===== config.mk =====
export PLATFORM = sky130hd
export DESIGN_NAME = alu_serial
export DESIGN_NICKNAME = d
export VERILOG_FILES = /design/src/rtl/alu_serial.sv
export SDC_FILE = /design/constraint.sdc
export NUM_CORES = 1
export LEC_CHECK = 0
export ABC_AREA = 0
export CORE_MARGIN = 2
export CORE_UTILIZATION = 30
export DETAILED_ROUTE_END_ITERATION = 8
export PLACE_DENSITY = 0.52
export SLEW_MARGIN = 25
export SYNTH_ARGS = -nofsm -noshare
export SYNTH_HDL_FRONTEND = slang
export SYNTH_SLANG_ARGS = --single-unit

===== constraint.sdc =====
create_clock -name clk_i -period 5.5 [get_ports clk_i]
set_clock_uncertainty 0.1 [all_clocks]
set_input_delay 1.1 -clock clk_i [delete_from_list [all_inputs] [get_ports clk_i]]
set_output_delay 1.1 -clock clk_i [all_outputs]
set_load 0.005 [all_outputs]

===== src/rtl/alu_serial.sv =====
// Multi-cycle 74181-style ALU: processes one SLICE-bit slice per clock, LSB first,
// with an internal ripple carry, a valid/ready handshake and held registered results.
module alu_serial #(
    parameter int WIDTH = 16,
    parameter int SLICE = 4
) (
    input  logic             clk_i,
    input  logic             rst_n_i,
    input  logic             valid_i,
    output logic             ready_o,
    input  logic             mode_control_i,
    input  logic [3:0]       select_input_i,
    input  logic [WIDTH-1:0] operand_a_i,
    input  logic [WIDTH-1:0] operand_b_i,
    input  logic             carry_input_i,
    output logic             valid_o,
    input  logic             ready_i,
    output logic [WIDTH-1:0] function_output_o,
    output logic             carry_output_o,
    output logic             cmp_output_o,
    output logic             overflow_o
);

    localparam int NSLICE = WIDTH / SLICE;
    localparam int CNT_W  = (NSLICE > 1) ? $clog2(NSLICE) : 1;
    localparam logic [CNT_W-1:0] LAST_CNT = CNT_W'(NSLICE - 1);

    localparam logic [1:0] ST_IDLE = 2'd0;
    localparam logic [1:0] ST_RUN  = 2'd1;
    localparam logic [1:0] ST_DONE = 2'd2;

    // Bitwise logic-mode function of one slice.
    function automatic logic [SLICE-1:0] slice_logic(
        input logic [SLICE-1:0] a,
        input logic [SLICE-1:0] b,
        input logic [3:0]       s
    );
        logic [SLICE-1:0] f;
        case (s)
            4'd0:    f = ~a;
            4'd1:    f = ~(a | b);
            4'd2:    f = ~a & b;
            4'd3:    f = {SLICE{1'b0}};
            4'd4:    f = ~(a & b);
            4'd5:    f = ~b;
            4'd6:    f = a ^ b;
            4'd7:    f = a & ~b;
            4'd8:    f = ~a | b;
            4'd9:    f = ~(a ^ b);
            4'd10:   f = b;
            4'd11:   f = a & b;
            4'd12:   f = {SLICE{1'b1}};
            4'd13:   f = a | ~b;
            4'd14:   f = a | b;
            4'd15:   f = a;
            default: f = {SLICE{1'b0}};
        endcase
        return f;
    endfunction

    // Arithmetic-mode addends {P, Q} of one slice; F = P + Q + cn.
    function automatic logic [2*SLICE-1:0] slice_pq(
        input logic [SLICE-1:0] a,
        input logic [SLICE-1:0] b,
        input logic [3:0]       s
    );
        logic [SLICE-1:0] p;
        logic [SLICE-1:0] q;
        case (s)
            4'd0:    begin p = a;              q = {SLICE{1'b0}}; end
            4'd1:    begin p = a | b;          q = {SLICE{1'b0}}; end
            4'd2:    begin p = a | ~b;         q = {SLICE{1'b0}}; end
            4'd3:    begin p = {SLICE{1'b0}};  q = {SLICE{1'b1}}; end
            4'd4:    begin p = a;              q = a & ~b;        end
            4'd5:    begin p = a | b;          q = a & ~b;        end
            4'd6:    begin p = a;              q = ~b;            end
            4'd7:    begin p = a & ~b;         q = {SLICE{1'b1}}; end
            4'd8:    begin p = a;              q = a & b;         end
            4'd9:    begin p = a;              q = b;             end
            4'd10:   begin p = a | ~b;         q = a & b;         end
            4'd11:   begin p = a & b;          q = {SLICE{1'b1}}; end
            4'd12:   begin p = a;              q = a;             end
            4'd13:   begin p = a | b;          q = a;             end
            4'd14:   begin p = a | ~b;         q = a;             end
            4'd15:   begin p = a;              q = {SLICE{1'b1}}; end
            default: begin p = {SLICE{1'b0}};  q = {SLICE{1'b0}}; end
        endcase
        return {p, q};
    endfunction

    logic [1:0]       state_r;
    logic [CNT_W-1:0] cnt_r;
    logic             carry_r;
    logic [WIDTH-1:0] a_r;
    logic [WIDTH-1:0] b_r;
    logic             m_r;
    logic [3:0]       s_r;
    logic [WIDTH-1:0] f_work_r;

    logic [WIDTH-1:0] f_out_r;
    logic             cout_r;
    logic             cmp_r;
    logic             ovf_r;
    logic             valid_r;
    logic             ready_r;

    logic [SLICE-1:0] a_sl_s;
    logic [SLICE-1:0] b_sl_s;
    logic [SLICE-1:0] p_s;
    logic [SLICE-1:0] q_s;
    logic [SLICE:0]   sum_s;
    logic             c_msb_s;
    logic [SLICE-1:0] slice_f_s;
    logic [WIDTH-1:0] next_work_s;
    logic             last_s;

    // Current slice: operand extraction, slice result and merge into the partial word.
    always_comb begin
        a_sl_s      = a_r[int'(cnt_r) * SLICE +: SLICE];
        b_sl_s      = b_r[int'(cnt_r) * SLICE +: SLICE];
        {p_s, q_s}  = slice_pq(a_sl_s, b_sl_s, s_r);
        sum_s       = {1'b0, p_s} + {1'b0, q_s} + {{SLICE{1'b0}}, carry_r};
        // Carry into the slice MSB recovered from the MSB sum bit.
        c_msb_s     = sum_s[SLICE-1] ^ p_s[SLICE-1] ^ q_s[SLICE-1];
        if (m_r) begin
            slice_f_s = slice_logic(a_sl_s, b_sl_s, s_r);
        end else begin
            slice_f_s = sum_s[SLICE-1:0];
        end
        next_work_s = f_work_r;
        next_work_s[int'(cnt_r) * SLICE +: SLICE] = slice_f_s;
        last_s      = (cnt_r == LAST_CNT);
    end

    // Handshake FSM, slice iteration and result registers.
    always_ff @(posedge clk_i) begin
        if (!rst_n_i) begin
            state_r  <= ST_IDLE;
            cnt_r    <= {CNT_W{1'b0}};
            carry_r  <= 1'b0;
            a_r      <= {WIDTH{1'b0}};
            b_r      <= {WIDTH{1'b0}};
            m_r      <= 1'b0;
            s_r      <= 4'd0;
            f_work_r <= {WIDTH{1'b0}};
            f_out_r  <= {WIDTH{1'b0}};
            cout_r   <= 1'b1;
            cmp_r    <= 1'b0;
            ovf_r    <= 1'b0;
            valid_r  <= 1'b0;
            ready_r  <= 1'b1;
        end else begin
            case (state_r)
                ST_IDLE: begin
                    if (valid_i) begin
                        a_r      <= operand_a_i;
                        b_r      <= operand_b_i;
                        m_r      <= mode_control_i;
                        s_r      <= select_input_i;
                        carry_r  <= ~carry_input_i;
                        cnt_r    <= {CNT_W{1'b0}};
                        f_work_r <= {WIDTH{1'b0}};
                        state_r  <= ST_RUN;
                        ready_r  <= 1'b0;
                    end
                end
                ST_RUN: begin
                    f_work_r <= next_work_s;
                    carry_r  <= sum_s[SLICE];
                    cnt_r    <= cnt_r + CNT_W'(1);
                    if (last_s) begin
                        state_r <= ST_DONE;
                        valid_r <= 1'b1;
                        f_out_r <= next_work_s;
                        cmp_r   <= &next_work_s;
                        if (m_r) begin
                            cout_r <= 1'b1;
                            ovf_r  <= 1'b0;
                        end else begin
                            cout_r <= ~sum_s[SLICE];
                            ovf_r  <= c_msb_s ^ sum_s[SLICE];
                        end
                    end
                end
                ST_DONE: begin
                    if (ready_i) begin
                        state_r <= ST_IDLE;
                        valid_r <= 1'b0;
                        ready_r <= 1'b1;
                    end
                end
                default: begin
                    state_r <= ST_IDLE;
                    valid_r <= 1'b0;
                    ready_r <= 1'b1;
                end
            endcase
        end
    end

    assign ready_o           = ready_r;
    assign valid_o           = valid_r;
    assign function_output_o = f_out_r;
    assign carry_output_o    = cout_r;
    assign cmp_output_o      = cmp_r;
    assign overflow_o        = ovf_r;

endmodule


==> impl_metrics.env, run 1 <==
export IMPL_ys_seq_area_frac=0.336
export IMPL_grt_usage=0.174
export IMPL_post_drt_wl_per_cell_um=16.3
export IMPL_clkTransAtPathRegs_ns=0.06
export IMPL_crit_type="flip-flop to flip-flop"
export IMPL_crit_chain="mux4_1 > inv_1 > ha_1 > nor2_1 > a221oi_1 > o21ai_0 > fa_1 > inv_1 > fa_1 > o221ai_1 > nor4_1 > a21oi_2 > a22oi_1 > or3_1 > or4_1 > o21ai_1"
export IMPL_cts_tree="done"
export IMPL_cp_end_kind="flip-flop"
export IMPL_die_w_um=129
export IMPL_chipHeight_um=129
export IMPL_syn_instance_count=591
export IMPL_finalHoldViolations=0
export IMPL_final_nets=710
export IMPL_drive_gt1_frac=0.0743
export IMPL_io_pins=63
export IMPL_cp_arrival_ns=5.04
export IMPL_core_area_um2=15300
export IMPL_powerDensity_nw_per_um2=263
export IMPL_final_common_cell="nand2_1"
export IMPL_synth_cell_area_um2=4700
export IMPL_row_count=45
export IMPL_crit_required_ns=5.68
export IMPL_die_area_um2=16700
export IMPL_syn_nets=660
export IMPL_setup_violations=0
export IMPL_critical_path_startpoint="cnt_r[0]"
export IMPL_num_vias=4429
export IMPL_max_cap_violations=0
export IMPL_syn_to_final_growth_pct=24.9
export IMPL_p_leak_nw=2.10
export IMPL_gp_routability_congestion=0.934
export IMPL_final_cell_mix="97 x nand2_1, 79 x dfxtp_1, 62 x a21oi_1, 62 x clkdlybuf4s50_1, 55 x nor2_1"
export IMPL_cts_buffer_depth=2
export IMPL_hold_buffers=0
export IMPL_ys_ff_latch=79
export IMPL_crit_fanout=5
export IMPL_synthArstFlopShare=0
export IMPL_grt_pass1_vias=4261
export IMPL_synth_edf_count=0
export IMPL_initial_core_util=0.308
export IMPL_slowest_stage="mux4_1"
export IMPL_dp_hpwl_mm=10.4
export IMPL_routed_via_density=5.17
export IMPL_antenna_found_initial=0
export IMPL_worstSetupStartpointType="flip-flop"
export IMPL_h_tree_depth=3
export IMPL_post_route_min_period_ns=4.86
export IMPL_ys_flop_type="dfxtp_1"
export IMPL_rsz0062_at_grt="false"
export IMPL_holdPathStages=2
export IMPL_layout_setup_ws_ns=0.643
export IMPL_hold_path_startpoint="b_r[9]"
export IMPL_insertion_delay_ns=0.34
export IMPL_period_share=0.883
export IMPL_ir_drop_mv=0.156
export IMPL_r2r_start="cnt_r[0]"
export IMPL_ant_nets=0
export IMPL_cts_made_buffers=9
export IMPL_drt_initial_drc_count=368
export IMPL_grt_max_degree=48
export IMPL_max_freq_ghz=0.206
export IMPL_cts_root_buffer="clkbuf_16"
export IMPL_setup_tns_ns=0
export IMPL_grt_overflow_total=0
export IMPL_hold_path_class="flip-flop to flip-flop"
export IMPL_rr_worst_depth=16
export IMPL_grt_pass1_wl_mm=22.8
export IMPL_worst_pin_slew_ns=0.955
export IMPL_pre_cts_ws_ns=0.652
export IMPL_synth_cell_types=64
export IMPL_worst_path_stages=16
export IMPL_drc=0
export IMPL_port_buffer_count=62
export IMPL_num_antenna_cells=0
export IMPL_clock_sinks=79
export IMPL_postCtsSetupRepairBufs=0
export IMPL_drv_slew=0
export IMPL_wl_mm=14.0
export IMPL_syn_area_per_cell_um2=7.96
export IMPL_status="finished, final reports clean"
export IMPL_max_slew_margin_rel=0.355
export IMPL_postCtsResizedCells=0
export IMPL_path_buf_inv=2
export IMPL_yosysWarnings=0
export IMPL_crit_path_max_incr_delay_ns=0.70
export IMPL_cp_top_family="compound AO/OA/AOI/OAI gates"
export IMPL_utilization=0.385
export IMPL_dr_pass1_iters=5
-- tightest hold or removal path: cells and delay by family, from the launching register on --
kind             cells  cell delay, ns
flip-flops           1            0.30
AND/OR/NAND/NOR      1            0.05
AO/OA/AOI/OAI        1            0.05
-- path summary, 6_finish.rpt --
| kind | end | slack [ns] |
|---|---|---|
| setup reg to reg | cmp_output_o | 0.64 |
| hold / removal | b_r[9] | 0.35 |
| hold reg to reg | b_r[9] | 0.35 |
| setup / recovery | cmp_output_o | 0.64 |
-- cell usage after synthesis, types with 5 or more instances --
cell | number | area [um^2]
a211oi_1 | 16 | 120
a21oi_1 | 62 | 310
a221oi_1 | 6 | 52.6
a22oi_1 | 8 | 60.1
a31oi_1 | 8 | 50.1
buf_2 | 7 | 35.0
clkbuf_1 | 27 | 101
dfxtp_1 | 79 | 1580
ha_1 | 25 | 313
inv_1 | 27 | 101
mux2i_1 | 8 | 80.1
mux4_1 | 5 | 131
nand2_1 | 98 | 368
nand2b_1 | 9 | 56.3
nand3_1 | 20 | 100
nand3b_1 | 7 | 52.6
nor2_1 | 56 | 210
nor2b_1 | 17 | 106
nor3_1 | 10 | 50.1
nor4_1 | 5 | 31.3
o21a_1 | 8 | 60.1
o21ai_0 | 10 | 50.1
-- logic make-up (layout without fill, tap and decap cells) --
family | after synthesis | after routing | share of synthesized area
mux | 18 | 18 | 0.0641
buf+inv | 65 | 120 | 0.0577
xor+xnor | 5 | 5 | 0.00931
fa+ha+maj | 27 | 27 | 0.0750
simple gates | 241 | 241 | 0.239
flops | 79 | 79 | 0.336
compound gates | 156 | 156 | 0.219
-- metrics by stage --
step | std cells | instance area (um^2) | total power [mW] | hold WS [ns]
2_1_floorplan | 591 | 4700 | 0.802 | 0.332
3_3_place_gp | 841 | 5540 | 0.897 | 0.341
3_5_place_dp | 841 | 5540 | 0.898 | 0.345
4_1_cts | 857 | 5870 | 1.56 | 0.353
5_1_grt | 857 | 5870 | 1.62 | 0.375
6_report | 857 | 5870 | 1.55 | 0.351
-- layout make-up --
cell class                 instances  area (um^2)
timing repair buffer              77          733
inverter                          27          101
clock buffer                      11          253
sequential                        79         1580
multi-input combinational        447         2860
tap                              211          264
fill                            1612         9380
clock inverter                     5         80.1
-- flip-flops by register name, summed over array words and instances (netlist names), 2 cells and up --
name	flops
s_r	4
cnt_r	2
state_r	2
a_r	16
b_r	16
f_work_r	16
function_output_o	16
-- layer usage --
| layer | share of wire | up-vias | wire length [um] | GRT usage |
|---|---|---|---|---|
| li1 | - | 2195 | - | - |
| met1 | 0.48 | 2095 | 6750 | 0.244 |
| met2 | 0.44 | 118 | 6160 | 0.258 |
| met3 | 0.051 | 21 | 713 | 0.0425 |
| met4 | 0.024 | 0 | 342 | 0.0684 |
| met5 | 0 | - | 0 | 0 |
-- report_power, final --
part	internal (mW)	leakage [nW]	switching, mW
registers	0.593	0.643	0.0183
logic	0.116	1.30	0.160
clock network	0.421	0.158	0.239
total	1.13	2.10	0.417
No activity file was read; power rests on OpenSTA's default activity.
==> run 2: changes to the inputs <==
PLACE_DENSITY = 0.6   (was 0.52)
==> run 2 against run 1 <==
  * Routed wire length up 0.78%
  * Setup slack better by 0.042 ns
  * Utilization about the same
  * Worst hold slack gained 0.0024 ns
  * Non-clock buffer count increased by 2
  * Sequential power barely moved
  * Cell count is 0.23% higher
  * Final area is 0.11% higher
  * Largest cell class unchanged
==> impl_metrics.env, run 2 (synthesis gave the netlist of run 1 again) <==
export IMPL_status="finished, final reports clean"
export IMPL_wl_mm=14.1
export IMPL_r2r_setup_slack_ns=0.69
export IMPL_gp_routability_congestion=0.951
export IMPL_routed_via_density=5.25
export IMPL_r2r_start="cnt_r[0]"
export IMPL_grt_use_met3=0.0297
export IMPL_gr_max_usage_layer="met2"
export IMPL_die_w_um=129
export IMPL_final_cell_mix="97 x nand2_1, 79 x dfxtp_1, 62 x a21oi_1, 62 x clkdlybuf4s50_1, 55 x nor2_1"
export IMPL_powerDensity_nw_per_um2=261
export IMPL_num_vias=4513
export IMPL_setup_violations=0
export IMPL_use_met2=0.275
export IMPL_finalNonFillerCells=859
export IMPL_post_place_cells=843
export IMPL_max_cap_violations=0
export IMPL_utilization=0.385
export IMPL_max_freq_ghz=0.208
export IMPL_post_route_min_period_ns=4.81
export IMPL_cts_tree="done"
export IMPL_worst_pin_slew_ns=0.900
export IMPL_clkTransAtPathRegs_ns=0.06
export IMPL_netSwitchingFraction=0.270
export IMPL_hold_path_class="flip-flop to flip-flop"
export IMPL_die_area_um2=16700
export IMPL_ir_drop_mv=0.133
export IMPL_antenna_found_initial=0
export IMPL_postCtsResizedCells=0
export IMPL_fillers=1551
export IMPL_p_total_mw=1.53
export IMPL_post_drt_wl_per_cell_um=16.4
export IMPL_dr_pass1_iters=5
export IMPL_worstSetupStartpointType="flip-flop"
export IMPL_rsz0062_at_grt="false"
export IMPL_grt_util_met1=0.229
export IMPL_num_antenna_cells=0
export IMPL_crit_required_ns=5.67
export IMPL_clock_sinks=79
export IMPL_p_sw_mw=0.414
export IMPL_cp_arrival_ns=4.98
export IMPL_insertion_delay_ns=0.34
export IMPL_seq_power_share=0.400
export IMPL_drc=0
export IMPL_fin_area_um2=5880
export IMPL_postCtsSetupRepairBufs=0
export IMPL_path_buf_inv=2
export IMPL_setup_tns_ns=0
export IMPL_crit_fanout=5
export IMPL_syn_to_final_growth_pct=25.0
export IMPL_final_nets=712
export IMPL_p_leak_nw=2.11
export IMPL_cp_top_family="compound AO/OA/AOI/OAI gates"
export IMPL_crit_type="flip-flop to flip-flop"
export IMPL_initial_core_util=0.308
export IMPL_p_int_mw=1.12
export IMPL_grt_pass1_vias=4359
export IMPL_clkPwrFrac=0.420
export IMPL_multi_input_area_um2=2860
export IMPL_combPwrFrac=0.180
export IMPL_grt_overflow_total=0
export IMPL_rr_worst_depth=16
export IMPL_drive_gt1_frac=0.0756
export IMPL_cts_buffer_depth=2
export IMPL_ant_nets=0
export IMPL_row_count=45
export IMPL_chipHeight_um=129
export IMPL_io_pins=63
export IMPL_holdPathStages=2
export IMPL_slowest_stage="mux4_1"
export IMPL_cts_made_buffers=9
export IMPL_crit_chain="mux4_1 > inv_1 > ha_1 > nor2_1 > a221oi_1 > o21ai_0 > fa_1 > inv_1 > fa_1 > o221ai_1 > nor4_1 > a21o_1 > a2111oi_0 > o2111ai_1 > or4b_1 > o21ai_1"
export IMPL_hold_path_startpoint="a_r[14]"
export IMPL_core_area_um2=15300
export IMPL_grt_max_degree=43
export IMPL_seqCellArea_um2=1580
export IMPL_finalHoldViolations=0
export IMPL_cts_root_buffer="clkbuf_16"
export IMPL_h_tree_depth=3
export IMPL_port_buffer_count=62
export IMPL_final_common_cell="nand2_1"
export IMPL_grt_pass1_wl_mm=22.5
export IMPL_reg2reg_to="cmp_output_o"
export IMPL_crit_path_max_incr_delay_ns=0.68
export IMPL_hold_path_end="a_r[14]"
export IMPL_drt_initial_drc_count=339
export IMPL_hold_buffers=0
export IMPL_grt_usage=0.172
export IMPL_dp_hpwl_mm=10.4
export IMPL_period_share=0.875
export IMPL_max_slew_margin_rel=0.398
export IMPL_drv_slew=0
export IMPL_cp_end_kind="flip-flop"
export IMPL_placed_area_um2=5550
==> run 2: cell types whose count changed in the layout (fill, tap and decap cells not counted) <==
cell        change
buf_4           +2
clkbuf_1        +1
clkbuf_8        -1
clkinv_4        +1
clkinvlp_4      -1
==> run 2: area by class of cell <==
class	instances	area share
Multi-Input combinational cell	447	0.487
Clock buffer	11	0.0413
Tap cell	211	0.0449
Clock inverter	5	0.0138
Sequential cell	79	0.269
Timing Repair Buffer	79	0.127
Inverter	27	0.0172
==> run 2: layer usage <==
| metal | share of wire | vias up | routed length (um) |
|---|---|---|---|
| li1 | - | 2205 | - |
| met1 | 0.46 | 2144 | 6510 |
| met2 | 0.45 | 142 | 6400 |
| met3 | 0.062 | 22 | 873 |
| met4 | 0.020 | 0 | 282 |
| met5 | 0 | - | 0 |
==> run 2: how the worst max path moves through the flow <==
stage | from | endpoint | slack [ns] | cells past startpoint
final | cnt_r[0] | cmp_output_o | 0.69 | 16
after global routing | cnt_r[0] | cmp_output_o | 0.32 | 16
after CTS | cnt_r[0] | cmp_output_o | 0.67 | 16
after detailed placement | cnt_r[0] | cmp_output_o | 0.70 | 16
after global placement | cnt_r[0] | cmp_output_o | 0.84 | 16
after floorplan | cnt_r[0] | cmp_output_o | 1.07 | 17
==> run 2: worst min-delay path, cell delays in order (launching register included) <==
cell,delay [ns]
dfxtp_1,0.31
nand2_1,0.05
a21oi_1,0.05
==> run 2: power by group through the flow <==
stage / combinational (mW) / clock [mW] / sequential [mW]
6_report: 0.276 / 0.644 / 0.612
5_1_grt: 0.302 / 0.679 / 0.615
4_1_cts: 0.274 / 0.655 / 0.612
3_5_place_dp: 0.273 / 0 / 0.625
3_3_place_gp: 0.271 / 0 / 0.624
2_1_floorplan: 0.189 / 0 / 0.613
==> run 2: stage by stage <==
stage	setup slack, ns	hold WS, ns
after floorplan	1.07	0.332
after global placement	0.844	0.339
final	0.686	0.354
after CTS	0.666	0.358
after global routing	0.317	0.372
after detailed placement	0.705	0.349
